### config.mk
export PLATFORM = sky130hd
export DESIGN_NAME = fetch_decode_stage
export DESIGN_NICKNAME = d
export VERILOG_FILES = /design/src/rtl/fetch_decode_stage.sv
export SDC_FILE = /design/constraint.sdc
export NUM_CORES = 1
export LEC_CHECK = 0
export ABC_AREA = 1
export CAP_MARGIN = 5
export CORE_MARGIN = 2
export CORE_UTILIZATION = 45
export DETAILED_ROUTE_END_ITERATION = 12
export PLACE_DENSITY = 0.8
export REMOVE_ABC_BUFFERS = 1
export SKIP_CTS_REPAIR_TIMING = 1
export SYNTH_ARGS = -nofsm -noshare
export SYNTH_HDL_FRONTEND = slang
export SYNTH_SLANG_ARGS = --single-unit
### constraint.sdc
create_clock -name clk -period 2.5 [get_ports clk]
set_input_delay 0.5 -clock clk [delete_from_list [all_inputs] [get_ports clk]]
set_output_delay 0.5 -clock clk [all_outputs]
set_load 0.05 [all_outputs]
### src/rtl/fetch_decode_stage.sv
// RV32I instruction fetch stage and IF/ID boundary: owns the PC, drives the
// synchronous instruction memory and presents instruction, PC and immediate format to decode.
module fetch_decode_stage #(
    parameter logic [31:0] RESET_PC = 32'h4000_0000,
    parameter logic [31:0] NOP_INST = 32'h0000_0013
) (
    input  logic        clk,
    input  logic        rst,
    input  logic        stall,
    input  logic        redirect_valid,
    input  logic [31:0] redirect_target,
    output logic [31:0] imem_addr,
    output logic        imem_en,
    input  logic [31:0] imem_rdata,
    output logic [31:0] id_inst,
    output logic [31:0] id_pc,
    output logic        id_valid,
    output logic [2:0]  id_imm_type,
    output logic        id_illegal
);

    localparam logic [2:0] IMM_I = 3'b000;
    localparam logic [2:0] IMM_S = 3'b001;
    localparam logic [2:0] IMM_B = 3'b010;
    localparam logic [2:0] IMM_U = 3'b011;
    localparam logic [2:0] IMM_J = 3'b100;

    logic [31:0] pc_reg;
    logic [31:0] hold_inst;
    logic        held;
    logic [1:0]  unused_target_lsbs;

    assign unused_target_lsbs = redirect_target[1:0];

    function automatic logic [2:0] imm_type_of(input logic [6:0] opcode);
        case (opcode)
            7'b0100011:             imm_type_of = IMM_S;
            7'b1100011:             imm_type_of = IMM_B;
            7'b0110111, 7'b0010111: imm_type_of = IMM_U;
            7'b1101111:             imm_type_of = IMM_J;
            default:                imm_type_of = IMM_I;
        endcase
    endfunction

    function automatic logic is_rv32i(input logic [31:0] inst);
        logic known;
        case (inst[6:0])
            7'b0110111, 7'b0010111, 7'b1101111, 7'b1100111,
            7'b1100011, 7'b0000011, 7'b0100011, 7'b0010011,
            7'b0110011, 7'b0001111, 7'b1110011: known = 1'b1;
            default:                            known = 1'b0;
        endcase
        is_rv32i = known && (inst[1:0] == 2'b11);
    endfunction

    // Fetch: a redirect must issue its target even while decode is stalled.
    assign imem_en   = !rst && (!stall || redirect_valid);
    assign imem_addr = {pc_reg[31:2], 2'b00};

    always_ff @(posedge clk) begin
        if (rst) begin
            pc_reg    <= RESET_PC;
            id_valid  <= 1'b0;
            id_pc     <= 32'h0;
            held      <= 1'b0;
            hold_inst <= 32'h0;
        end else if (redirect_valid) begin
            pc_reg   <= {redirect_target[31:2], 2'b00};
            id_valid <= 1'b0;
            held     <= 1'b0;
        end else if (stall) begin
            // Capture the memory word once; the memory may not hold it while disabled.
            if (!held) begin
                hold_inst <= imem_rdata;
                held      <= 1'b1;
            end
        end else begin
            pc_reg   <= pc_reg + 32'd4;
            id_pc    <= pc_reg;
            id_valid <= 1'b1;
            held     <= 1'b0;
        end
    end

    // Decode boundary: rst forces the bubble view before the first reset edge lands.
    always_comb begin
        id_inst = NOP_INST;
        if (!rst && id_valid)
            id_inst = held ? hold_inst : imem_rdata;
    end

    assign id_imm_type = imm_type_of(id_inst[6:0]);
    assign id_illegal  = !rst && id_valid && !is_rv32i(id_inst);

endmodule

Yosys cells after proc, flatten, opt, wreduce, memory -nomap -nowiden

Cells that the tools add are included.

Output and inout bits: 102
Register bits: 98
Word-level logic and storage cells: 42
Input port bits: 68

Eq/ne operators: 13
Bitwise operators: 2
Add/sub/neg operators: 1
Reductions and logical operators: 13
Mux-type cells: 7

Operator list:

| kind                                                                  | count |
|---|---|
| 32-bit 2-to-1 mux                                                     | 4 |
| 32-bit by 3-bit adder with 32-bit output, second input constant       | 1 |
| 7-bit equality test, second input constant                            | 4 |
| 7-bit by 6-bit equality test with 1-bit output, second input constant | 3 |
| 7-bit by 5-bit equality test with 1-bit output, second input constant | 2 |
| 3-bit one-hot mux with 4 select lines                                 | 1 |
| 11-bit OR reduction                                                   | 1 |
| 7-bit by 2-bit equality test with 1-bit output, second input constant | 1 |
| 7-bit by 4-bit equality test with 1-bit output, second input constant | 1 |
| 1-bit logical AND                                                     | 4 |
| 2-bit AND reduction                                                   | 2 |
| 2-bit OR reduction                                                    | 2 |
| 1-bit logical NOT                                                     | 3 |
| 2-bit equality test, second input constant                            | 1 |
| 1-bit 2-to-1 mux                                                      | 2 |
| 2-bit by 1-bit != test with 1-bit output, second input constant       | 1 |
| 1-bit inverter                                                        | 2 |
| 1-bit logical OR                                                      | 1 |

Longest topological paths before layout

Depth in word-level cells: 9
Depth in mapped cells: 11
Mapped depth without buffers: 10

Worst setup path after synthesis

No wires, ideal clock.

Kind: register to output
Start point: register id_valid
End point: output id_illegal
Path buffers: 0
Data arrival time: 2.557 ns
Slack: -0.557 ns
Cell stages (with the launch flop): 9
Data required time: 2.000 ns
Path through: dfxtp_1 -> inv_1 -> nor2_8 -> inv_4 -> nor2_2 -> inv_1 -> o211ai_1 -> nand3_1 -> nor2_1

Cells in the longest elaborated chain, start to end: 8
Elaborated cells between the ends (all ways): 19
Classes of those cells: 12 x eq/ne; 2 x mux; 5 x reduce/logical

RTL lines:

| what                                                                   | line | RTL |
|---|---|---|
| start: declaration                                                     | 17   | `output logic id_valid,` |
| start signal: assignment                                               | 63   | `id_valid <= 1'b0;` |
| start signal: assignment                                               | 69   | `id_valid <= 1'b0;` |
| start signal: assignment                                               | 80   | `id_valid <= 1'b1;` |
| 1-bit logical AND *                                                    | 88   | `if (!rst && id_valid)` |
| 32-bit 2-to-1 mux *                                                    | 88   |  |
| via id_inst[6]                                                         | 15   | `output logic [31:0] id_inst,` |
| 7-bit by 6-bit equality test with 1-bit output (tied with other cells) | 47   | `case (inst[6:0])` |
| 11-bit OR reduction *                                                  | 47   |  |
| 1-bit 2-to-1 mux *                                                     | 47   |  |
| 1-bit logical AND *                                                    | 53   | `is_rv32i = known && (inst[1:0] == 2'b11);` |
| 1-bit logical NOT *                                                    | 93   | `assign id_illegal = !rst && id_valid && !is_rv32i(id_inst);` |
| 1-bit logical AND *                                                    | 93   |  |
| end: declaration                                                       | 19   | `output logic id_illegal` |

Mark *: on every way through the listed nets, which the timed path passes. The rest lies on a longest branch.

Worst setup path in the final report

Start point: input imem_rdata[1]
End point: output id_illegal

Cells in the longest elaborated chain, start to end: 8
Elaborated cells between the ends (all ways): 19
Classes of those cells: 12 x eq/ne; 3 x mux; 4 x reduce/logical

RTL lines:

| what                                                                   | line | RTL |
|---|---|---|
| start: declaration                                                     | 14   | `input logic [31:0] imem_rdata,` |
| 32-bit 2-to-1 mux *                                                    | --   |  |
| 32-bit 2-to-1 mux *                                                    | 88   |  |
| 7-bit by 6-bit equality test with 1-bit output (tied with other cells) | 47   |  |
| 11-bit OR reduction                                                    | 47   |  |
| 1-bit 2-to-1 mux                                                       | 47   |  |
| 1-bit logical AND *                                                    | 53   |  |
| 1-bit logical NOT *                                                    | 93   |  |
| 1-bit logical AND *                                                    | 93   |  |

Mark *: on every way between the ends. The rest lies on a longest branch, timed or not.

==> run summary <==
outcome -> finished clean
Post-Place Cells -> 1019
ANT cells -> 0
first drt pass iteration count -> 5
Worst IR Drop VDD -> 339.7 uV
flops & latches, synth -> 94
CP max-delay cell -> clkdlybuf4s50_1
max-slew violation count -> 0
Register Area -> 1886 um2
root buf cell -> clkbuf_8
setup_tns -> 0 ns
Max clock buf depth -> 2
number of global-route vias before repair -> 5073
Via density -> 5.195
reg2reg setup slack -> 0.76 ns
Die Width -> 108.5 um
DRC -> 0
Leakage Power -> 2.994 nW
placement row count -> 38
multi-input logic area -> 2539 um2
vias -> 5398
fmax -> 414.6 MHz
fraction of layout cells with a size suffix above 1 -> 14.46%
P&R area growth vs syn -> 51.49%
Mean Syn Cell Area -> 6.775 um2
post-placement setup slack -> -0.1645 ns
HPWL Detailed -> 11090 um
pwr dens -> 497.5 nW/um2
setup violators final -> 0
final RePlAce weighted congestion -> 0.9006
WL/cell -> 14.68 um
Tcrit/Tclk final -> 96.49%
Worst path most repeated cell -> nand2_1
Max-cap violations -> 0
Worst EP required -> 2.00 ns
clock skew -> 0.01529 ns
slew of the pin with the lowest slew margin -> 0.5483 ns
I/O pin cnt -> 170
commonest non-fill, non-tap cells in the layout -> nand2_1 (167), clkdlybuf4s50_1 (125), dfxtp_1 (93)
Worst Hold Class -> flip-flop to flip-flop
Final Power -> 0.003707 W
CP endpoint kind -> output port
global route total overflow -> 0
largest net degree at the start of global routing -> 43
DIE HEIGHT -> 108.5 um
Tmin final -> 2.412 ns
Clock Sinks -> 94
die area -> 11780 um2
antenna violations before repair -> 1
register area share after synthesis -> 38.26%
CP Data Arrival Time -> 1.91 ns
Startpoint Class -> input pin
clk slew on worst S/H paths -> 0.09 ns
CP Cell Sequence -> clkdlybuf4s50_1 > nand2_1 > nand2_1 > inv_1 > nand2_1 > nand2_2 > nor2_4 > nand4_1 > nand3_2 > nor2_4 > buf_12
Syn Inst Count -> 726
Post-Syn Area -> 4918 um2
Critical Path Fanout Max -> 3
endpoints failing hold -> 0
yosys warns -> 0
setup ws final -> 0.08778 ns
Num CTS Buffers -> 9
slowest stage delay, CP -> 0.46 ns
H-tree depth -> 3
Buf+Inv Stages, Crit Path -> 3
PortBufs -> 163
CTS tree -> built
DRT Wirelength -> 15250 um
count of cell types in the netlist -> 42
first-pass GRT wire length -> 24360 um
Final ANT Viol Nets -> 0
filler instances -> 922
Non-Filler Instances -> 1039
Total GRT Usage -> 26.08%
initial DRC count -> 248
nets -> 964
most common cell after layout, fill and taps aside -> nand2_1
max FFs per register -> 32
initial core utilization -> 45.77%
CP top delay family -> simple AND/OR/NAND/NOR gates
clock latency at the later pin of the worst-skew pair -> 0.37 ns
Max-slew headroom -> 63.33%
core area -> 10750 um2
CP Class -> input pin to output port
==> synth_stat cells (all sizes together) <==
master	number	area share (%)
o22ai	30	3.8
a31oi	1	0.13
nand2	172	13
dfxtp	94	38
nor2	111	11
a22o	2	0.36
and2	1	0.13
buf	24	3.0
ha	1	0.25
xor2	4	0.71
o2111ai	2	0.36
nand4	9	1.3
a211oi	10	1.5
a221oi	1	0.18
inv	96	7.4
nand3	40	4.4
o21ai	58	6.0
o211ai	11	1.8
nor4	1	0.13
nor3	15	2.1
or2	1	0.13
a21oi	26	2.6
clkbuf	14	1.1
a32oi	1	0.18
conb	1	0.076
==> where the power goes <==
part / switching, W / internal [W]
combinational: 0.000573 / 0.000371
sequential: 0.0000666 / 0.00158
clock: 0.000552 / 0.000562
total: 0.00119 / 0.00251
==> stage by stage <==
step	area [um2]	utilization [%]	hold WS, ns
after floorplan	4732	-	0.4281
after global placement	7136	66.41	0.4403
after detailed placement	7136	66.41	0.4488
after CTS	7347	68.37	0.4701
after global routing	7451	69.34	0.4886
final	7451	69.34	0.4672
==> worst register-to-register path, cell delays in order, from the launching register on <==
cell     delay, ns
dfxtp_1       0.44
nand2_1       0.10
nor2_2        0.27
nand4_2       0.21
nor2_2        0.26
nand3_1       0.11
nand2_1       0.07
nand3_1       0.08
nand2_1       0.08
inv_1         0.04
==> area by class of cell <==
type / instances / area share, %
repair buffers: 193 / 30.53
clock buffers: 10 / 1.713
flip-flops and latches: 94 / 25.31
multi-input cells: 501 / 34.07
inverters: 96 / 4.903
clock inverters: 5 / 1.125
well taps: 140 / 2.351
==> worst paths after layout <==
path | from | endpoint | cells after the start
max | imem_rdata[1] | id_illegal | 11
min | id_pc[7] | id_pc[7] | 2
max reg2reg | pc_reg[4] | pc_reg[29] | 9
min reg2reg | id_pc[7] | id_pc[7] | 2
==> routing by layer <==
metal  track usage [%]  part of all wire [%]  vias to the layer above  routed length, um
met4             8.791                   2.2                        0                335
met2             43.17                    47                      259               7224
met1             30.62                    39                     2413               5969
met3             10.55                    11                       29               1723
li1                  -                     -                     2697                  -
met5                 0                     0                        -                  0
==> logic make-up (layout without fill, tap and decap cells) <==
group / Yosys count / in the layout / synth area share (%)
adder cells (fa/ha/maj): 1 / 1 / 0.2543
other: 1 / 4 / 0.07624
AO/OA/AOI/OAI: 142 / 142 / 16.94
flip-flops: 94 / 94 / 38.26
AND/OR/NAND/NOR: 350 / 350 / 32.31
XOR/XNOR: 4 / 4 / 0.7122
buffers and inverters: 134 / 304 / 11.45
No activity file was read; power rests on OpenSTA's default activity.
